==> config.mk <==
export PLATFORM = sky130hd
export DESIGN_NAME = fetch_unit_flat
export DESIGN_NICKNAME = d
export VERILOG_FILES = /design/src/rtl/fetch_unit_if.sv /design/src/rtl/fetch_unit.sv /design/src/flat_wrapper.sv
export SDC_FILE = /design/constraint.sdc
export NUM_CORES = 1
export LEC_CHECK = 0
export CORE_MARGIN = 4
export CORE_UTILIZATION = 55
export DETAILED_ROUTE_END_ITERATION = 10
export HOLD_SLACK_MARGIN = 0.1
export PLACE_DENSITY = 0.91
export SLEW_MARGIN = 20
export SYNTH_ARGS = -nofsm -noshare
export SYNTH_HDL_FRONTEND = slang
export SYNTH_SLANG_ARGS = --single-unit
==> constraint.sdc <==
create_clock -name CLK -period 13.41 [get_ports CLK]
set_clock_uncertainty 0.2 [all_clocks]
set_input_delay 1.341 -clock CLK [delete_from_list [all_inputs] [get_ports CLK]]
set_output_delay 1.341 -clock CLK [all_outputs]
set_load 0.01 [all_outputs]
==> src/rtl/fetch_unit_if.sv <==
// Instruction-memory read channel between the fetch unit (master) and the memory (slave).
interface fetch_unit_if #(
    parameter int SIZE = 32
);
    // imem_req is a single-cycle pulse carrying imem_addr; the slave answers each request
    // exactly once, one or more cycles later, with a one-cycle imem_rvalid pulse and imem_rdata.
    // No back-pressure exists: the master never has more than one request outstanding.
    logic            imem_req;
    logic [SIZE-1:0] imem_addr;
    logic            imem_rvalid;
    logic [SIZE-1:0] imem_rdata;

    modport master (
        output imem_req,
        output imem_addr,
        input  imem_rvalid,
        input  imem_rdata
    );

    modport slave (
        input  imem_req,
        input  imem_addr,
        output imem_rvalid,
        output imem_rdata
    );
endinterface

==> src/rtl/fetch_unit.sv <==
// Fetch stage: owns the PC, issues imem reads, buffers returned words for decode.
// Define FETCH_BYPASS_EN to forward a returning word straight to InstrF when the buffer is empty.
module fetch_unit #(
    parameter int              SIZE      = 32,
    parameter logic [SIZE-1:0] RESET_PC  = '0,
    parameter int              BUF_DEPTH = 2
) (
    input  logic            CLK,
    input  logic            RST_N,
    input  logic            StallF,
    input  logic            PCSrcE,
    input  logic [SIZE-1:0] PCTargetE,
    fetch_unit_if.master    imem,
    output logic [SIZE-1:0] InstrF,
    output logic [SIZE-1:0] PCF,
    output logic [SIZE-1:0] PCPlus4F,
    output logic            InstrValidF,
    output logic [1:0]      dbg_state
);

    localparam int PW = $clog2(BUF_DEPTH);
    localparam int CW = $clog2(BUF_DEPTH) + 1;
    localparam logic [CW-1:0]   DEPTH_C = CW'(BUF_DEPTH);
    localparam logic [SIZE-1:0] NOP     = SIZE'(32'h0000_0013);

    localparam logic [1:0] S_IDLE = 2'd0;
    localparam logic [1:0] S_REQ  = 2'd1;
    localparam logic [1:0] S_WAIT = 2'd2;
    localparam logic [1:0] S_DROP = 2'd3;

    logic [1:0]      state, state_next;
    logic [SIZE-1:0] fetch_pc;
    logic [SIZE-1:0] next_pcf;
    logic [SIZE-1:0] pc_mem    [BUF_DEPTH];
    logic [SIZE-1:0] instr_mem [BUF_DEPTH];
    logic [PW-1:0]   wr_ptr, rd_ptr;
    logic [CW-1:0]   count, count_next;

    logic            buf_empty;
    logic            in_flight;
    logic            issue_ok;
    logic            accept;
    logic            byp;
    logic            head_valid;
    logic            consume;
    logic            pop_buf;
    logic            push;
    logic            busy_after;
    logic [SIZE-1:0] target_aligned;

    assign buf_empty      = (count == '0);
    assign in_flight      = (state == S_WAIT) || (state == S_DROP);
    assign issue_ok       = (count + CW'(in_flight)) < DEPTH_C;
    assign accept         = (state == S_WAIT) && imem.imem_rvalid && !PCSrcE;
    assign target_aligned = PCTargetE & ~SIZE'(3);

`ifdef FETCH_BYPASS_EN
    assign byp = buf_empty && accept;
`else
    assign byp = 1'b0;
`endif

    assign head_valid = !buf_empty || byp;
    assign consume    = head_valid && !StallF && !PCSrcE;
    assign pop_buf    = consume && !buf_empty;
    // A bypassed word that decode takes this cycle never occupies a slot.
    assign push       = accept && !(byp && consume);
    assign count_next = count + CW'(push) - CW'(pop_buf);

    assign imem.imem_req  = (state == S_REQ) && issue_ok;
    assign imem.imem_addr = fetch_pc;

    always_comb begin
        InstrF = NOP;
        PCF    = next_pcf;
        if (!buf_empty) begin
            InstrF = instr_mem[rd_ptr];
            PCF    = pc_mem[rd_ptr];
        end else if (byp) begin
            InstrF = imem.imem_rdata;
            PCF    = fetch_pc;
        end
    end

    assign InstrValidF = head_valid;
    assign PCPlus4F    = PCF + SIZE'(4);
    assign dbg_state   = state;

    // A request is still outstanding after this edge if one issues now, or if the
    // current one has not returned yet.
    assign busy_after = imem.imem_req || (in_flight && !imem.imem_rvalid);

    always_comb begin
        state_next = state;
        case (state)
            S_IDLE: if (count_next < DEPTH_C) state_next = S_REQ;
            S_REQ:  state_next = issue_ok ? S_WAIT : S_IDLE;
            S_WAIT: if (imem.imem_rvalid) state_next = (count_next < DEPTH_C) ? S_REQ : S_IDLE;
            S_DROP: if (imem.imem_rvalid) state_next = S_REQ;
            default: state_next = S_IDLE;
        endcase
        if (PCSrcE) state_next = busy_after ? S_DROP : S_REQ;
    end

    always_ff @(posedge CLK or negedge RST_N) begin
        if (!RST_N) begin
            state    <= S_IDLE;
            fetch_pc <= RESET_PC;
            next_pcf <= RESET_PC;
            wr_ptr   <= '0;
            rd_ptr   <= '0;
            count    <= '0;
        end else begin
            state <= state_next;
            if (PCSrcE) begin
                fetch_pc <= target_aligned;
                next_pcf <= target_aligned;
                wr_ptr   <= '0;
                rd_ptr   <= '0;
                count    <= '0;
            end else begin
                if (accept) fetch_pc <= fetch_pc + SIZE'(4);
                if (consume) next_pcf <= PCF + SIZE'(4);
                if (push) wr_ptr <= wr_ptr + PW'(1);
                if (pop_buf) rd_ptr <= rd_ptr + PW'(1);
                count <= count_next;
            end
        end
    end

    always_ff @(posedge CLK) begin
        if (push) begin
            pc_mem[wr_ptr]    <= fetch_pc;
            instr_mem[wr_ptr] <= imem.imem_rdata;
        end
    end

endmodule

==> src/flat_wrapper.sv <==
// flat-port wrapper written by rule: the top's interface ports become plain ports
module fetch_unit_flat 
#(
    parameter int              SIZE      = 32,
    parameter logic [SIZE-1:0] RESET_PC  = '0,
    parameter int              BUF_DEPTH = 2
)
  (CLK, RST_N, StallF, PCSrcE, PCTargetE, InstrF, PCF, PCPlus4F, InstrValidF, dbg_state, imem_imem_req, imem_imem_addr, imem_imem_rvalid, imem_imem_rdata);
  fetch_unit_if #(.SIZE(SIZE)) imem_i ();
  input  logic CLK;
  input  logic RST_N;
  input  logic StallF;
  input  logic PCSrcE;
  input  logic [SIZE-1:0] PCTargetE;
  output logic [SIZE-1:0] InstrF;
  output logic [SIZE-1:0] PCF;
  output logic [SIZE-1:0] PCPlus4F;
  output logic InstrValidF;
  output logic [1:0] dbg_state;
  output wire logic [$bits(imem_i.imem_req)-1:0] imem_imem_req;
  output wire logic [$bits(imem_i.imem_addr)-1:0] imem_imem_addr;
  input wire logic [$bits(imem_i.imem_rvalid)-1:0] imem_imem_rvalid;
  input wire logic [$bits(imem_i.imem_rdata)-1:0] imem_imem_rdata;
  assign imem_imem_req = imem_i.imem_req;
  assign imem_imem_addr = imem_i.imem_addr;
  assign imem_i.imem_rvalid = imem_imem_rvalid;
  assign imem_i.imem_rdata = imem_imem_rdata;
  fetch_unit #(.SIZE(SIZE), .RESET_PC(RESET_PC), .BUF_DEPTH(BUF_DEPTH)) u_core (.CLK(CLK), .RST_N(RST_N), .StallF(StallF), .PCSrcE(PCSrcE), .PCTargetE(PCTargetE), .imem(imem_i), .InstrF(InstrF), .PCF(PCF), .PCPlus4F(PCPlus4F), .InstrValidF(InstrValidF), .dbg_state(dbg_state));
endmodule
# Word level (Yosys, flattened, before mapping)
# Memory sizes are Yosys's and may differ from the RTL's.
# Index checks and enable logic that the tools add are counted.
# classes
n_addsub,7
magnitude_cmp,2
n_eq_ne,6
muxes,21
reduce_logical,19
# op_table
cell,count
2-to-1 mux 32 bit,6
"adder 32 x 3 -> 32 bit, second input constant",2
2-to-1 mux 2 bit,7
one-hot mux 2 bit (4 select lines),1
logical AND 1 bit,7
2-to-1 mux 1 bit,7
"inequality test 3 bit, second input constant",2
nonzero test 2 bit,3
adder 2 x 1 -> 2 bit,2
"equality test 2 bit, second input constant",2
logical NOT 1 bit,4
logical NOT 2 bit,2
"less-than comparator 2 bit, second input constant",2
"inequality test 3 x 2 -> 1 bit, second input constant",1
AND reduction 3 bit,1
"adder 1 bit, second input constant",2
"equality test 2 x 1 -> 1 bit, second input constant",1
logical OR 1 bit,2
subtractor 2 x 1 -> 2 bit,1
# totals
reg_bits,70
ramBits,128
input_bits,69
out_inout_bits,132
memories,2
# mem_list
memory,depth,width,read_ports,rd_clocked_by_memory_dff,write_ports,line_no,rtl
u_core.instr_mem,2,32,1,0,1,fetch_unit.sv:35,logic [SIZE-1:0] instr_mem [BUF_DEPTH];
u_core.pc_mem,2,32,1,0,1,fetch_unit.sv:34,logic [SIZE-1:0] pc_mem [BUF_DEPTH];

# Logic depth before layout (Yosys ltp)
# logic_depth
word_depth,11
ltp_mapped,15
depth_no_buf,12

# Worst setup path after synthesis
# Ideal clock, no wire load.
# synth_path
kind,input port to flip-flop
start,input PCSrcE
end,memory u_core.instr_mem[0][0] (enable)
arrival_time_ns,6.193
path_slack_ns,6.458
stages,4
path_buffers,3
path_cell_list,clkbuf_1 -> clkbuf_1 -> buf_1 -> nor3_1
# synth_between
elab_chain_cells,4
# synth_lines
element,line_no,rtl
from (decl),flat_wrapper.sv:13,input logic PCSrcE;
logical NOT 1 bit,fetch_unit.sv:54,assign accept = (state == S_WAIT) && imem.imem_rvalid && !PCSrcE;
logical AND 1 bit,fetch_unit.sv:54,
2-to-1 mux 1 bit,fetch_unit.sv:132,if (push) begin
2-to-1 mux 1 bit (not written as such),fetch_unit.sv:134,instr_mem[wr_ptr] <= imem.imem_rdata;
to (decl),fetch_unit.sv:35,
# Every way passes these cells.

# Worst setup path after layout
# layout_path
start,register u_core.count[0]
end,output PCPlus4F[22]
# layout_between
elab_chain_cells,3
# layout_lines
element,line_no,rtl
from (decl),fetch_unit.sv:37,"logic [CW-1:0] count, count_next;"
from (signal assigned),fetch_unit.sv:126,count <= count_next;
logical NOT 2 bit,fetch_unit.sv:51,assign buf_empty = (count == '0);
2-to-1 mux 32 bit,fetch_unit.sv:76,if (!buf_empty) begin
adder 32 x 3 -> 32 bit,fetch_unit.sv:86,assign PCPlus4F = PCF + SIZE'(4);
to (decl),flat_wrapper.sv:17,output logic [SIZE-1:0] PCPlus4F;
# Every way passes these cells.

==> qor.csv <==
stage,metric,value,unit
detailed_routing,WL met1,9.35,mm
job,number of max-cap violations,0,
die,Starting Density,0.566,
cts,post-CTS sizing,0,
worst_hold_path,hold endpoint,u_core.pc_mem[0][31]$_DFFE_PP_,
synthesis,Main synth FF type,edfxtp_1,
die,Die W,137,um
die,die area,0.0186,sq mm
detailed_routing,WL met2,11.8,mm
synthesis,post-synth design cell area,0.00909,sq mm
worst_hold_path,hold wc startpoint,u_core.imem.imem_addr[31]$_DFFE_PN0N_,
synthesis,mux cell area share after synthesis,0.101,
global_routing,vias in the first global route,6945,
detailed_routing,initial DRC count,578,
cts,"Reg clk slew, reported paths",0.07,ns
sta,setup tns final,0,ns
synthesis,Synth Area in Simple Gates,0.136,
final_layout,filler instances,1094,
global_routing,largest net degree at the start of global routing,69,
cts,CTS Sinks,192,
final_layout,"commonest cells after routing, fill and taps aside","clkdlybuf4s50_1, edfxtp_1, mux2i_1",
synthesis,Post-synth EDFFs,124,
sta,minimum clock period,6.25,ns
sta,max-slew violation count,0,
final_layout,synth-to-layout area growth,29.4,%
sta,worst slew pin tran,0.947,ns
sta,RSZ-0062 raised after global routing,false,
worst_hold_path,type of the most critical hold path,reg2reg,
synthesis,post-synthesis cell count,755,
critical_path,WP data arrival,4.71,ns
critical_path,"Req. time, crit path",11.87,ns
final_layout,# diodes,0,
sta,"Hold Vio Cnt, Final",0,
die,core area,0.0161,sq mm
critical_path,critical-path maximum fanout,40,
synthesis,complex-gate fraction of the synthesized area,0.0627,
cts,CTS tree,yes,
synthesis,synthesized flop and latch total,192,
run_status,status,completed,
sta,fmax,160,MHz
detailed_routing,First-pass DRT Iterations,5,
cts,clock latency on the worst-skew pair,0.43,ns
cts,Setup Buffers After CTS,0,
synthesis,Synthesis Warnings,0,
placement,PortBufs,196,
power_and_ir_drop,clock group share of total power,0.291,
critical_path,Startpoint Class,register,
synthesis,adder-cell area share of the yosys netlist,0.0110,
final_layout,utilization after layout,0.732,
sta,Final setup viols,0,
critical_path,Crit. End Element,primary output,
final_layout,final net count,1019,
cts,CTS Hold Buffers Added,0,
final_layout,"most common cell after layout, fill and taps aside",clkdlybuf4s50_1,
cts,H-tree depth,4,
power_and_ir_drop,Comb pwr share,0.289,
cts,total CTS buffers,17,
critical_path,RR Endpoint,u_core.next_pcf[20]$_DFFE_PN0P_,
critical_path,r2r setup slk,9.20,ns
global_routing,first-pass GRT wire length,37.1,mm
sta,final period utilization,0.466,
global_routing,initial antenna violation count,1,
detailed_routing,final wirelength,24.3,mm
power_and_ir_drop,Switch Pwr,505,uW
power_and_ir_drop,P_leak,0.00426,uW
synthesis,Cell variety after synth,54,
synthesis,part of the Yosys area used for sequential elements,0.597,
cts,Root Buffer,clkbuf_16,
detailed_routing,vias per cell,5.88,
die,row cnt,46,
detailed_routing,Residual DRC,0,
detailed_routing,wire per inst,20.7,um
synthesis,post-synthesis xor/xnor area fraction,0.0578,
die,Ports,201,
power_and_ir_drop,Sw Share,0.300,
synthesis,"Async S/R FF share, synth",0.354,
placement,hpwl dp,16.0,mm
synthesis,largest family of logic cells by synthesized area,simple AND/OR/NAND/NOR gates,
worst_hold_path,cell count of the worst hold path,0,
detailed_routing,met3 wire length,2.26,mm
critical_path,critical path type,reg2out,
cts,clock buffer depth,2,
critical_path,FF-to-FF path depth,12,
die,die outline height,137,um
global_routing,GRT overflow,0,
power_and_ir_drop,Worst VDD drop,0.125,mV
sta,Worst slew margin,0.369,
final_layout,layout cell share with drive strength beyond 1,0.0691,
power_and_ir_drop,Power Dens Cells,143,mW/mm^2
detailed_routing,Via Count,6888,
placement,Placer Congestion,0.874,
power_and_ir_drop,Sequential Power Share,0.420,
synthesis,"Avg Cell Area, Syn",12.0,sq um
critical_path,worst reg2reg startpoint,u_core.count[0]$_DFF_PN0_,
detailed_routing,Top Metal Used,met5,
global_routing,GRT Total Usage,0.263,
detailed_routing,Final ANT Viol Nets,0,
power_and_ir_drop,Internal,1180,uW
worst max path at each step:
stage	from	endpoint
after global placement	u_core.count[0]$_DFF_PN0_	PCPlus4F[22]
final	u_core.count[0]$_DFF_PN0_	PCPlus4F[22]
after CTS	u_core.count[0]$_DFF_PN0_	PCPlus4F[22]
after global routing	u_core.count[0]$_DFF_PN0_	PCPlus4F[22]
after floorplan	PCSrcE	u_core.instr_mem[0][0]$_DFFE_PP_
after detailed placement	u_core.count[0]$_DFF_PN0_	PCPlus4F[22]
flip-flops by register name, indices dropped and copies added, names as in the netlist:
| signal | count |
|---|---|
| u_core.dbg_state | 2 |
| u_core.instr_mem | 64 |
| u_core.count | 2 |
| u_core.next_pcf | 32 |
| u_core.pc_mem | 60 |
| u_core.imem.imem_addr | 30 |
| u_core.rd_ptr | 1 |
| u_core.wr_ptr | 1 |
logic make-up (layout without fill, tap and decap cells):
logic type               Yosys count  in the layout
XOR/XNOR                          60             60
multiplexers                      89             89
AND/OR/NAND/NOR                  245            245
other                              1              2
buffers and inverters             64            263
adder cells (fa/ha/maj)            8              8
flip-flops                       192            192
AO/OA/AOI/OAI                     96             96
critical path: stages, from the launching register on:
cell and delay, ns:
dfrtp_1 0.45, nor2_8 0.54, inv_6 0.30, a21o_1 0.30
inv_1 0.14, ha_1 0.31, o31a_1 0.18, o21ai_0 0.12
nor4_2 0.42, nand4_2 0.33, and3b_1 0.33, xor2_1 0.24
clkdlybuf4s50_1 0.59
cells in the mapped netlist, types with 5 or more instances:
cell | n | area share
nor2_1 | 61 | 0.025
nand2_1 | 74 | 0.031
mux2_2 | 5 | 0.0062
and2_1 | 6 | 0.0041
dfrtp_1 | 68 | 0.19
buf_1 | 5 | 0.0021
a21oi_1 | 15 | 0.0083
o21ai_0 | 51 | 0.028
a21o_1 | 9 | 0.0074
mux2i_1 | 76 | 0.084
mux2_1 | 6 | 0.0074
nor3_1 | 25 | 0.014
edfxtp_1 | 124 | 0.41
clkbuf_1 | 18 | 0.0074
nand3_1 | 23 | 0.013
inv_1 | 25 | 0.010
ha_1 | 8 | 0.011
xor2_1 | 33 | 0.032
xnor2_1 | 27 | 0.026
and3_1 | 7 | 0.0048
nand4_1 | 14 | 0.0096
buf_4 | 8 | 0.0066
area by class of cell:
class | count | area [sq um] | area share
Timing Repair Buffer | 205 | 2020 | 0.172
Clock buffer | 22 | 475 | 0.0404
Clock inverter | 10 | 98.8 | 0.00841
Tap cell | 216 | 270 | 0.0230
Sequential cell | 192 | 5430 | 0.462
Inverter | 26 | 103 | 0.00872
Multi-Input combinational cell | 500 | 3360 | 0.286
metal layers:
metal / up-vias / GRT usage
li1: 3069 / -
met1: 3351 / 0.342
met2: 399 / 0.424
met3: 67 / 0.0544
met4: 2 / 0.126
met5: - / 0
through the flow:
stage                     hold WS (ns)  total power [uW]  std cells  instance area, sq um  setup WS [ns]
final                            0.324              1680       1171                 11800           7.16
after global routing             0.344              1750       1171                 11800           6.98
after global placement           0.308              1190       1139                 11200           7.80
after detailed placement         0.310              1200       1139                 11200           7.72
after floorplan                  0.303               962        756                  9090           6.46
after CTS                        0.326              1690       1171                 11800           7.19
power by group through the flow:
stage / Sequential [uW] / Clock (uW) / Combinational, uW
after floorplan: 714 / 0 / 248
after global placement: 715 / 0 / 472
after detailed placement: 718 / 0 / 480
after CTS: 706 / 495 / 486
after global routing: 711 / 521 / 521
final: 707 / 491 / 486
Note: power is estimated with default switching activity, not from simulation.
